[config.mk]
export PLATFORM = sky130hd
export DESIGN_NAME = mem_ctrl
export DESIGN_NICKNAME = d
export VERILOG_FILES = /design/src/rtl/mem_ctrl_pkg.sv /design/src/rtl/mem_arbiter.sv /design/src/rtl/mem_ctrl.sv
export SDC_FILE = /design/constraint.sdc
export NUM_CORES = 1
export LEC_CHECK = 0
export ABC_CLOCK_PERIOD_IN_PS = 2720
export BUFFER_PORTS_ARGS = -buffer_cell sky130_fd_sc_hd__clkbuf_2
export CELL_PAD_IN_SITES_DETAIL_PLACEMENT = 0
export CELL_PAD_IN_SITES_GLOBAL_PLACEMENT = 1
export CORE_MARGIN = 1
export CORE_UTILIZATION = 40
export CTS_CLUSTER_DIAMETER = 150
export DETAILED_ROUTE_END_ITERATION = 12
export GPL_TIMING_DRIVEN = 0
export PLACE_DENSITY_LB_ADDON = 0.1
export SYNTH_ARGS = -nofsm -noshare
export SYNTH_HDL_FRONTEND = slang
export SYNTH_SLANG_ARGS = --single-unit
[constraint.sdc]
create_clock -name clk -period 2.72 [get_ports clk]
set_input_delay 0.408 -clock clk [delete_from_list [all_inputs] [get_ports clk]]
set_output_delay 0.408 -clock clk [all_outputs]
set_load 0.05 [all_outputs]
[src/rtl/mem_ctrl_pkg.sv]
// Shared definitions for the byte-serialising RAM request responder.
// State, mask, owner and IO-region codes used by mem_ctrl and mem_arbiter.
package mem_ctrl_pkg;

  localparam logic [1:0] S_IDLE = 2'd0;
  localparam logic [1:0] S_XFER = 2'd1;
  localparam logic [1:0] S_WAIT = 2'd2;
  localparam logic [1:0] S_DONE = 2'd3;

  localparam logic [1:0] MASK_NONE = 2'b00;
  localparam logic [1:0] MASK_BYTE = 2'b01;
  localparam logic [1:0] MASK_HALF = 2'b10;
  localparam logic [1:0] MASK_WORD = 2'b11;

  localparam logic OWN_IF  = 1'b0;
  localparam logic OWN_MEM = 1'b1;

  localparam logic [1:0] IO_SEL = 2'b11;

  function automatic logic [2:0] mask_bytes(input logic [1:0] mask);
    case (mask)
      MASK_BYTE: mask_bytes = 3'd1;
      MASK_HALF: mask_bytes = 3'd2;
      MASK_WORD: mask_bytes = 3'd4;
      default:   mask_bytes = 3'd0;
    endcase
  endfunction

endpackage

[src/rtl/mem_arbiter.sv]
// Combinational priority select among pending requests: MEM write > MEM read > IF read.
// Emits the winner's owner, direction, base address, store data and byte count.
module mem_arbiter
  import mem_ctrl_pkg::*;
#(
  parameter int RAM_AW = 17,
  parameter int IO_HI  = 17
) (
  input  logic              mem_r_enable_i,
  input  logic              mem_w_enable_i,
  input  logic [31:0]       mem_addr_i,
  input  logic [31:0]       mem_w_data_i,
  input  logic [1:0]        mem_mask_i,
  input  logic              if_r_enable_i,
  input  logic [31:0]       if_addr_i,
  output logic              req_vld,
  output logic              req_owner,
  output logic              req_rw,
  output logic              req_io,
  output logic [RAM_AW-1:0] req_base,
  output logic [31:0]       req_data,
  output logic [2:0]        req_cnt
);

  logic mem_io;
  logic unused_addr;

  assign mem_io      = (mem_addr_i[IO_HI -: 2] == IO_SEL);
  assign unused_addr = ^{mem_addr_i[31:RAM_AW], if_addr_i[31:RAM_AW]};

  always_comb begin
    req_vld   = 1'b0;
    req_owner = OWN_IF;
    req_rw    = 1'b0;
    req_io    = 1'b0;
    req_base  = if_addr_i[RAM_AW-1:0];
    req_data  = mem_w_data_i;
    req_cnt   = 3'd4;
    if (mem_w_enable_i) begin
      req_vld   = 1'b1;
      req_owner = OWN_MEM;
      req_rw    = 1'b1;
      req_base  = mem_addr_i[RAM_AW-1:0];
      req_cnt   = mask_bytes(mem_mask_i);
    end else if (mem_r_enable_i) begin
      req_vld   = 1'b1;
      req_owner = OWN_MEM;
      req_io    = mem_io;
      req_base  = mem_addr_i[RAM_AW-1:0];
      req_cnt   = mem_io ? 3'd1 : 3'd4;
    end else if (if_r_enable_i) begin
      req_vld   = 1'b1;
    end
  end

endmodule

[src/rtl/mem_ctrl.sv]
// Responder for CPU MEM/IF requests: serialises word/half/byte accesses onto a
// byte-wide synchronous RAM/IO bus and reassembles read words with a done pulse.
module mem_ctrl
  import mem_ctrl_pkg::*;
#(
  parameter int RAM_AW = 17,
  parameter int IO_HI  = 17
) (
  input  logic              clk,
  input  logic              rst,
  input  logic              mem_r_enable_i,
  input  logic              mem_w_enable_i,
  input  logic [31:0]       mem_addr_i,
  input  logic [31:0]       mem_w_data_i,
  input  logic [1:0]        mem_mask_i,
  output logic              mem_done_o,
  output logic [31:0]       mem_r_data_o,
  input  logic              if_r_enable_i,
  input  logic [31:0]       if_addr_i,
  output logic              if_done_o,
  output logic [31:0]       if_r_data_o,
  output logic              busy_o,
  output logic [RAM_AW-1:0] mem_a_o,
  output logic [7:0]        mem_dout_o,
  output logic              mem_wr_o,
  input  logic [7:0]        mem_din_i
);

  logic              req_vld, req_owner, req_rw, req_io;
  logic [RAM_AW-1:0] req_base;
  logic [31:0]       req_data;
  logic [2:0]        req_cnt;

  logic [1:0]        state;
  logic [2:0]        idx, cnt_q;
  logic [RAM_AW-1:0] base_q;
  logic [31:0]       data_q, asm_q, mem_rd_q, if_rd_q;
  logic              rw_q, own_q, io_q;
  logic              cap_vld_p1;
  logic [1:0]        cap_lane_p1;
  logic [2:0]        lane_now;

  mem_arbiter #(.RAM_AW(RAM_AW), .IO_HI(IO_HI)) u_arb (
    .mem_r_enable_i (mem_r_enable_i),
    .mem_w_enable_i (mem_w_enable_i),
    .mem_addr_i     (mem_addr_i),
    .mem_w_data_i   (mem_w_data_i),
    .mem_mask_i     (mem_mask_i),
    .if_r_enable_i  (if_r_enable_i),
    .if_addr_i      (if_addr_i),
    .req_vld        (req_vld),
    .req_owner      (req_owner),
    .req_rw         (req_rw),
    .req_io         (req_io),
    .req_base       (req_base),
    .req_data       (req_data),
    .req_cnt        (req_cnt)
  );

  // idx already points at the next byte, so the address on the bus is lane idx-1
  assign lane_now = idx - 3'd1;

  always_ff @(posedge clk) begin
    if (rst) begin
      state       <= S_IDLE;
      idx         <= 3'd0;
      cnt_q       <= 3'd0;
      base_q      <= '0;
      data_q      <= '0;
      rw_q        <= 1'b0;
      own_q       <= OWN_IF;
      io_q        <= 1'b0;
      asm_q       <= '0;
      mem_rd_q    <= '0;
      if_rd_q     <= '0;
      cap_vld_p1  <= 1'b0;
      cap_lane_p1 <= 2'd0;
      mem_a_o     <= '0;
      mem_dout_o  <= '0;
      mem_wr_o    <= 1'b0;
    end else begin
      // Capture stage: read byte arrives one cycle after its address
      cap_vld_p1  <= (state == S_XFER) && !rw_q;
      cap_lane_p1 <= lane_now[1:0];
      if (cap_vld_p1) begin
        if (io_q) asm_q <= {4{mem_din_i}};
        else      asm_q[{cap_lane_p1, 3'b000} +: 8] <= mem_din_i;
      end

      case (state)
        S_IDLE: begin
          if (req_vld) begin
            own_q  <= req_owner;
            rw_q   <= req_rw;
            io_q   <= req_io;
            base_q <= req_base;
            data_q <= req_data;
            cnt_q  <= req_cnt;
            if (req_cnt == 3'd0) begin
              state <= S_DONE;
            end else begin
              state      <= S_XFER;
              mem_a_o    <= req_base;
              mem_dout_o <= req_data[7:0];
              mem_wr_o   <= req_rw;
              idx        <= 3'd1;
            end
          end
        end
        S_XFER: begin
          if (idx == cnt_q) begin
            mem_wr_o <= 1'b0;
            state    <= rw_q ? S_DONE : S_WAIT;
          end else begin
            mem_a_o    <= base_q + RAM_AW'(idx);
            mem_dout_o <= data_q[{idx[1:0], 3'b000} +: 8];
            idx        <= idx + 3'd1;
          end
        end
        S_WAIT: state <= S_DONE;
        default: begin
          state <= S_IDLE;
          if (!rw_q) begin
            if (own_q == OWN_MEM) mem_rd_q <= asm_q;
            else                  if_rd_q  <= asm_q;
          end
        end
      endcase
    end
  end

  assign busy_o       = (state != S_IDLE);
  assign mem_done_o   = (state == S_DONE) && (own_q == OWN_MEM);
  assign if_done_o    = (state == S_DONE) && (own_q == OWN_IF);
  assign mem_r_data_o = (mem_done_o && !rw_q) ? asm_q : mem_rd_q;
  assign if_r_data_o  = if_done_o ? asm_q : if_rd_q;

endmodule

==> impl_metrics.py, run 1 <==
metrics = {
    "drt": {
        "totalWireLength_um": 25100,
        "vias": 7545,
        "route.detailed.drc": 0,
        "wire_per_inst_um": 17.3,
        "drt_iter0_drc": 437,
        "routed_via_density": 5.19,
        "ant_nets": 0,
        "drtPass1Iterations": 5,
    },
    "logic_synthesis": {
        "synth-compound-area-share": 0.172,
        "synth-seq-area-share": 0.437,
        "muxShareOfSynthArea": 0.137,
        "ys_seq_elements": 185,
        "synth-xor-area-share": 0.0145,
        "async_reset_ff_frac": 0,
        "synth_fp_nets": 1104,
        "synth_edf_count": 0,
        "synth_top_family_by_area": "simple AND/OR/NAND/NOR gates",
        "synth_ff_type": "dfxtp_1",
        "syn_avg_cell_area_um2": 8.66,
        "ys_warn_count": 0,
        "synth_cell_types": 56,
        "syn-cell-area_um2": 8480,
        "synth_fa_ha_area_frac": 0.0215,
        "syn_inst": 979,
        "synth-simple-area-share": 0.172,
    },
    "min_path": {
        "min_from": "mem_w_data_i[21]",
        "hold_path.class": "primary input to flip-flop",
        "min_to": "data_q[21]",
        "hold_depth": 3,
    },
    "sta": {
        "fmax_mhz": 385,
        "maxSlewViolCount": 0,
        "final_hold_viol_count": 0,
        "finalSetupViolations": 0,
        "relSlewSlack": 0.427,
        "holdWs_ns": 0.178,
        "fin_setup_tns_ns": 0,
        "final.setup.worst_slack_ns": 0.121,
        "post-route-min-period_ns": 2.60,
        "worst_pin_slew_ns": 0.860,
        "period_share": 0.956,
        "grt_setup_unrepaired": "false",
        "worst_clock_skew_ns": 0.00813,
    },
    "cells_and_area": {
        "multi_input_comb_area_um2": 4390,
        "antenna_cells": 0,
        "postLayoutCoreUtil": 0.502,
        "seqCellArea_um2": 3700,
        "nets": 1296,
        "finalNonFillerCells": 1454,
        "drive_gt1_frac": 0.273,
        "synthToLayoutAreaGrowth_pct": 21.3,
        "fillers": 2052,
    },
    "place": {
        "dpl.hpwl_um": 18200,
        "place_ws_ns": -0.0361,
        "placedCellCount": 1422,
        "portBuffers": 173,
        "gp_congestion": 0.829,
    },
    "critical_path": {
        "worst-path-max-fanout": 10,
        "r2r_start": "state[1]",
        "rr_endpoint": "mem_dout_o[6]",
        "crit_path_start_kind": "flip-flop",
        "path_class": "flip-flop to output port",
        "arrival_ns": 2.19,
        "end_kind": "output port",
        "critPathRequiredTime_ns": 2.31,
        "rrSetupSlack_ns": 0.32,
        "r2r_cells": 6,
        "critPathLaunch": "state[0]",
    },
    "cts": {
        "cts.sinks": 185,
        "clockBufferDepth": 2,
        "htree_levels": 4,
        "clockRootBuffer": "clkbuf_16",
        "clkTransAtPathRegs_ns": 0.08,
        "clk_latency_ns": 0.44,
        "cts_resized": 5,
        "cts_tree": "done",
        "cts_made_buffers": 17,
        "cts_hold_buf": 0,
        "cts_setup_buffers": 0,
    },
    "global_routing": {
        "grt_pass1_wl_um": 40000,
        "grt_overflow": 0,
        "grt_pass1_vias": 7318,
        "grt_max_degree": 19,
        "grt.total_usage": 0.239,
        "antenna_found_initial": 0,
    },
    "power": {
        "power.density_nw_per_um2": 897,
        "ir_drop_v": 0.000667,
        "p_leak_nw": 4.29,
    },
    "die": {
        "die_w_um": 148,
        "dieArea_um2": 21800,
        "core_area_um2": 20500,
        "die_h_um": 148,
        "start_util": 0.414,
        "std_cell_rows": 52,
        "pin_count": 204,
    },
    "outcome": {
        "outcome": "finished, final reports clean",
    },
    "flow_run": {
        "maxCapViolCount": 0,
    },
}
[cell type report]
type / count / area share
Clock inverter: 14 / 0.0129
Sequential cell: 185 / 0.360
Buffer: 74 / 0.0367
Multi-Input combinational cell: 710 / 0.427
Tap cell: 270 / 0.0329
Clock buffer: 18 / 0.0427
Timing Repair Buffer: 173 / 0.0842
Inverter: 10 / 0.00365
[critical path, cell delays in order, from the launching register on]
cell and delay (ns):
dfxtp_1 0.35, ha_1 0.24, nand2_1 0.20, buf_2 0.33
mux2_2 0.39, clkbuf_2 0.24
[cell usage in the layout, fill, tap and decap left out, types with 4 or more instances in the layout]
cell / instances
and2_1: 4
xor2_1: 9
a211oi_1: 21
o21a_1: 5
nor3_1: 10
clkbuf_1: 41
clkbuf_2: 167
inv_1: 10
nor2b_1: 4
mux2i_1: 26
a21oi_1: 130
ha_1: 13
clkbuf_16: 17
buf_1: 4
dfxtp_1: 185
mux4_2: 8
xnor2_1: 5
mux2_2: 64
nand2_1: 226
a22oi_1: 33
buf_6: 7
a31o_2: 4
inv_6: 5
buf_2: 20
o21ai_0: 16
nor2_1: 68
nand4_1: 7
clkinvlp_4: 4
o21ai_1: 5
buf_4: 7
nand3_1: 6
[metal layers]
metal | global-route usage | wire length [um]
met5 | 0 | 0
met3 | 0.0401 | 1300
met4 | 0.0675 | 277
met2 | 0.395 | 11800
met1 | 0.321 | 11700
[through the flow]
step	area [um^2]	power, mW
after floorplan	8480	5.86
after global placement	9680	6.84
after detailed placement	9680	6.85
after CTS	10300	9.29
after global routing	10300	9.75
final	10300	9.23
[state kept, by name, indices dropped and copies added, names as in the netlist, 3 cells and up]
name        count
base_q         17
asm_q          32
idx             3
mem_a_o        17
if_rd_q        32
data_q         32
mem_rd_q       32
cnt_q           3
mem_dout_o      8
[Yosys cell counts, drive strengths merged (5+ instances only)]
cell type | number | area share
nor3 | 12 | 0.0083
a22oi | 33 | 0.029
a211oi | 22 | 0.020
nand2 | 226 | 0.10
ha | 13 | 0.019
xnor2 | 5 | 0.0052
nand3 | 7 | 0.0047
buf | 30 | 0.022
dfxtp | 185 | 0.44
mux4 | 8 | 0.021
xor2 | 9 | 0.0093
o21ai | 22 | 0.013
mux2i | 26 | 0.031
inv | 10 | 0.0044
mux2 | 64 | 0.085
nor2 | 68 | 0.030
clkbuf | 44 | 0.019
nand4 | 7 | 0.0052
o21a | 6 | 0.0055
a21oi | 131 | 0.077
[worst max path at each step]
| stage | end | slack, ns |
|---|---|---|
| final | mem_r_data_o[8] | 0.12 |
| after global routing | if_r_data_o[16] | 0.002 |
| after CTS | if_r_data_o[11] | -0.01 |
| after detailed placement | if_r_data_o[11] | -0.04 |
| after global placement | if_r_data_o[8] | 0.004 |
| after floorplan | mem_a_o[10] | 0.57 |
[report_power, final]
group / total, mW / switching [mW] / leakage, nW / internal, mW
clock: 2.43 / 1.20 / 0.269 / 1.24
combinational: 3.32 / 2.24 / 2.51 / 1.07
sequential: 3.48 / 0.330 / 1.51 / 3.15
total: 9.23 / 3.77 / 4.29 / 5.45
[cells by family after synthesis]
| logic type | count (synthesis) |
|---|---|
| buffers and inverters | 84 |
| AO/OA/AOI/OAI | 238 |
| adder cells (fa/ha/maj) | 14 |
| multiplexers | 98 |
| AND/OR/NAND/NOR | 346 |
| flip-flops | 185 |
| XOR/XNOR | 14 |
Note: power is estimated with default switching activity, not from simulation.
==> run 2: changes to the inputs <==
- ABC_CLOCK_PERIOD_IN_PS: 2720 -> default
- CORE_UTILIZATION: 40 -> 43
- RECOVER_POWER: default -> 25
- clock period: 2.72 -> 3.37 ns (I/O delays scaled with it)
==> impl_metrics.py, run 2 (synthesis results as in run 1) <==
metrics = {
    "critical_path": {
        "worst-path-max-fanout": 10,
        "r2r_start": "idx[0]",
        "path_class": "flip-flop to output port",
        "critPathRequiredTime_ns": 2.86,
        "crit_path_cell_trace": "ha_1 -> nor2b_1 -> clkbuf_1 -> clkbuf_1 -> mux2_2 -> clkbuf_2",
        "critPathLaunch": "state[0]",
        "cpMostUsedCell": "clkbuf_1",
        "arrival_ns": 2.67,
        "slowest_stage": "clkbuf_1",
        "slowest_delay_ns": 0.52,
        "crit_path_start_kind": "flip-flop",
        "end_kind": "output port",
    },
    "drt": {
        "vias": 7541,
        "wire_per_inst_um": 17.0,
        "totalWireLength_um": 24600,
        "ant_nets": 0,
        "drt_iter0_drc": 377,
        "routed_via_density": 5.23,
        "route.detailed.drc": 0,
        "drtPass1Iterations": 4,
    },
    "global_routing": {
        "grt_overflow": 0,
        "grt_pass1_vias": 7095,
        "grt.total_usage": 0.248,
        "antenna_found_initial": 0,
        "grt_pass1_wl_um": 38400,
        "grt_max_degree": 17,
    },
    "cts": {
        "clockRootBuffer": "clkbuf_16",
        "clockBufferDepth": 2,
        "clk_latency_ns": 0.43,
        "cts.sinks": 185,
        "htree_levels": 4,
        "cts_setup_buffers": 0,
        "cts_made_buffers": 17,
        "cts_tree": "done",
        "clkTransAtPathRegs_ns": 0.07,
    },
    "sta": {
        "post-route-min-period_ns": 3.17,
        "fmax_mhz": 315,
        "period_share": 0.942,
        "worst_pin_slew_ns": 0.985,
        "holdWs_ns": 0.287,
        "grt_setup_unrepaired": "false",
        "final.setup.worst_slack_ns": 0.196,
        "final_hold_viol_count": 0,
        "worst_clock_skew_ns": 0.0101,
        "maxSlewViolCount": 0,
        "relSlewSlack": 0.342,
        "fin_setup_tns_ns": 0,
        "finalSetupViolations": 0,
    },
    "die": {
        "die_w_um": 142,
        "start_util": 0.446,
        "die_h_um": 142,
        "core_area_um2": 19000,
        "pin_count": 204,
        "std_cell_rows": 50,
        "dieArea_um2": 20300,
    },
    "cells_and_area": {
        "fillers": 1947,
        "synthToLayoutAreaGrowth_pct": 20.0,
        "nets": 1296,
        "final_common_cell": "nand2_1",
        "fin_area_um2": 10200,
        "postLayoutCoreUtil": 0.535,
        "antenna_cells": 0,
        "finalNonFillerCells": 1443,
        "drive_gt1_frac": 0.239,
        "final_cell_mix": "nand2_1 (226), dfxtp_1 (185), clkbuf_2 (148)",
    },
    "min_path": {
        "hold_path.class": "primary input to flip-flop",
        "min_from": "mem_w_data_i[17]",
    },
    "flow_run": {
        "maxCapViolCount": 0,
    },
    "outcome": {
        "outcome": "finished, final reports clean",
    },
    "place": {
        "dpl.hpwl_um": 18000,
        "place_ws_ns": 0.570,
        "placed_area_um2": 9670,
        "gp_congestion": 0.841,
        "placedCellCount": 1412,
        "portBuffers": 173,
    },
    "power": {
        "power.density_nw_per_um2": 726,
        "p_leak_nw": 4.17,
        "ir_drop_v": 0.000373,
        "total_power_mw": 7.39,
    },
}
[run 2: cell types whose count changed in the layout (fill, tap and decap cells not counted), moves of 3 or more]
cell	delta
buf_4	-4
clkinvlp_4	-3
clkinv_2	+5
clkbuf_2	-19
buf_2	-7
clkbuf_1	+39
inv_6	-3
buf_6	-4
[run 2: timing repair]
item	in CTS	in global routing
hold buffers	0	0
resized for setup	0	2
setup endpoints to repair	0	10
[run 2: where the power goes]
group	total, mW	leakage, nW	internal, mW	switching, mW
Sequential	2.81	1.51	2.54	0.272
Combinational	2.59	2.38	0.792	1.80
Clock	1.99	0.282	1.11	0.877
[run 2: path summary, 6_finish.rpt]
check	endpoint	slack [ns]	depth (start not counted)
max reg2reg	mem_a_o[8]	0.85	7
min	data_q[17]	0.29	3
max	if_r_data_o[16]	0.20	6
min reg2reg	mem_a_o[2]	0.45	2
[run 2: critical path: cells and delay by family, from the launching register on]
kind | cells | cell delay, ns
adder cells (fa/ha/maj) | 1 | 0.20
multiplexers | 1 | 0.42
buffers and inverters | 3 | 1.10
flip-flops | 1 | 0.39
AND/OR/NAND/NOR | 1 | 0.13
[run 2: layout make-up]
cell class,instances,area [um^2],share of cell area
multi-input combinational,710,4380,0.430
timing repair buffer,173,833,0.0819
clock inverter,11,121,0.0119
tap,260,325,0.0320
sequential,185,3700,0.364
inverter,10,37.5,0.00369
buffer,74,329,0.0323
clock buffer,20,447,0.0439
[run 2: routing by layer]
| layer | GRT usage | vias to the layer above | routed length [um] |
|---|---|---|---|
| li1 | - | 3811 | - |
| met1 | 0.353 | 3506 | 12200 |
| met2 | 0.390 | 199 | 10900 |
| met3 | 0.0370 | 25 | 1100 |
| met4 | 0.0634 | 0 | 348 |
| met5 | 0 | - | 0 |
==> run 3: changes to the inputs <==
- CORE_ASPECT_RATIO: default -> 0.6
==> impl_metrics.py, run 3 (synthesis results as in run 1) <==
metrics = {
    "sta": {
        "fin_setup_tns_ns": 0,
        "worst_clock_skew_ns": 0.0145,
        "final_hold_viol_count": 0,
        "holdWs_ns": 0.274,
        "relSlewSlack": 0.365,
        "fmax_mhz": 320,
        "finalSetupViolations": 0,
        "post-route-min-period_ns": 3.12,
        "worst_pin_slew_ns": 0.950,
        "grt_setup_unrepaired": "false",
        "period_share": 0.927,
        "maxSlewViolCount": 0,
    },
    "critical_path": {
        "path_class": "flip-flop to output port",
        "worst-path-max-fanout": 10,
        "r2r_cells": 7,
        "critPathRequiredTime_ns": 2.86,
        "slowest_stage": "clkbuf_1",
        "arrival_ns": 2.62,
        "critPathLaunch": "state[0]",
        "crit_path_cell_trace": "ha_1 -> nor2b_1 -> clkbuf_1 -> clkbuf_2 -> mux2_2 -> clkbuf_2",
        "cpMostUsedCell": "clkbuf_2",
        "worst-path-stages": 6,
        "critPathTopFamily": "buffers and inverters",
        "crit_buf_inv": 3,
        "r2r_start": "idx[0]",
        "crit_path_start_kind": "flip-flop",
        "slowest_delay_ns": 0.44,
        "end_kind": "output port",
    },
    "power": {
        "p_leak_nw": 4.20,
        "swShare": 0.403,
        "p_int_mw": 4.59,
        "power.density_nw_per_um2": 750,
        "total_power_mw": 7.69,
        "clkPwrFrac": 0.287,
        "pwr-share-seq": 0.366,
        "p_sw_mw": 3.10,
        "ir_drop_v": 0.000368,
        "combPwrFrac": 0.347,
    },
    "cts": {
        "clkTransAtPathRegs_ns": 0.07,
        "htree_levels": 4,
        "cts_tree": "done",
        "clk_latency_ns": 0.45,
        "clockBufferDepth": 2,
        "cts_made_buffers": 17,
        "cts_hold_buf": 0,
        "clockRootBuffer": "clkbuf_16",
        "cts.sinks": 185,
    },
    "global_routing": {
        "grt_pass1_vias": 7098,
        "antenna_found_initial": 0,
        "grt_max_degree": 18,
        "grt_overflow": 0,
        "grt_pass1_wl_um": 40900,
        "grt.total_usage": 0.265,
    },
    "cells_and_area": {
        "final_cell_mix": "nand2_1 (226), dfxtp_1 (185), clkbuf_2 (149)",
        "nets": 1296,
        "antenna_cells": 0,
        "drive_gt1_frac": 0.242,
        "finalNonFillerCells": 1450,
        "fin_area_um2": 10300,
        "synthToLayoutAreaGrowth_pct": 20.9,
        "final_common_cell": "nand2_1",
        "fillers": 1919,
    },
    "die": {
        "dieArea_um2": 20300,
        "pin_count": 204,
        "die_h_um": 111,
        "core_area_um2": 19200,
        "std_cell_rows": 39,
        "die_w_um": 183,
        "start_util": 0.442,
    },
    "drt": {
        "route.detailed.drc": 0,
        "drt_iter0_drc": 641,
        "totalWireLength_um": 26300,
        "ant_nets": 0,
        "wire_per_inst_um": 18.1,
        "routed_via_density": 5.31,
        "drtPass1Iterations": 7,
        "vias": 7704,
    },
    "place": {
        "portBuffers": 173,
        "gp_congestion": 0.877,
        "placed_area_um2": 9680,
        "placedCellCount": 1418,
        "dpl.hpwl_um": 19300,
    },
    "min_path": {
        "hold_depth": 3,
        "hold_path.class": "primary input to flip-flop",
        "min_from": "mem_w_data_i[20]",
    },
    "outcome": {
        "outcome": "finished, final reports clean",
    },
    "flow_run": {
        "maxCapViolCount": 0,
    },
}
[run 3: cell count changes in the layout (fill, tap and decap cells not counted), sizes merged]
cell    change
buf         -1
bufinv      +2
clkbuf      -2
clkinv      -2
inv         +4
[run 3: tightest hold or removal path, delay by kind of cell]
family	cells	cell delay, ns
buf+inv	1	0.08
compound gates	1	0.05
simple gates	1	0.04
[run 3: per-stage QoR]
stage                util  setup WS, ns
finish              0.535         0.246
global route        0.535        0.0652
CTS                 0.538        0.0371
detailed placement  0.505         0.519
global placement    0.505         0.496
floorplan               -          1.12
[run 3: final timing paths]
| path | to | slack, ns |
|---|---|---|
| max | if_r_data_o[2] | 0.25 |
| max reg2reg | mem_a_o[8] | 0.76 |
| min | data_q[20] | 0.27 |
| min reg2reg | mem_a_o[1] | 0.45 |
[run 3: power by group through the flow]
stage                     logic [mW]  clock network, mW  registers, mW
after floorplan                 1.54                  0           3.20
after global placement          2.68                  0           2.86
after detailed placement        2.70                  0           2.86
after CTS                       2.71               2.24           2.81
after global routing            2.90               2.33           2.85
final                           2.67               2.21           2.81
[run 3: per-layer routing]
layer | vias up | track usage | part of all wire
met2 | 244 | 0.336 | 0.38
met1 | 3640 | 0.436 | 0.55
met5 | - | 0 | 0
met4 | 0 | 0.0622 | 0.010
met3 | 21 | 0.0558 | 0.061
li1 | 3799 | - | -
[run 3: what timing repair did]
action                                  CTS  global route
buffers inserted                          0             0
hold endpoints to repair                  0             0
resized for setup                         0             4
endpoints found under the setup margin    0            20
[run 3: layout make-up]
cell class              count  area (um^2)  area share
clock buffers              17          425      0.0415
inverters                  10         37.5     0.00366
clock inverters            15          210      0.0205
plain buffers              74          329      0.0321
multi-input cells         710         4380       0.427
flip-flops and latches    185         3700       0.361
repair buffers            173          833      0.0813
well taps                 266          333      0.0325
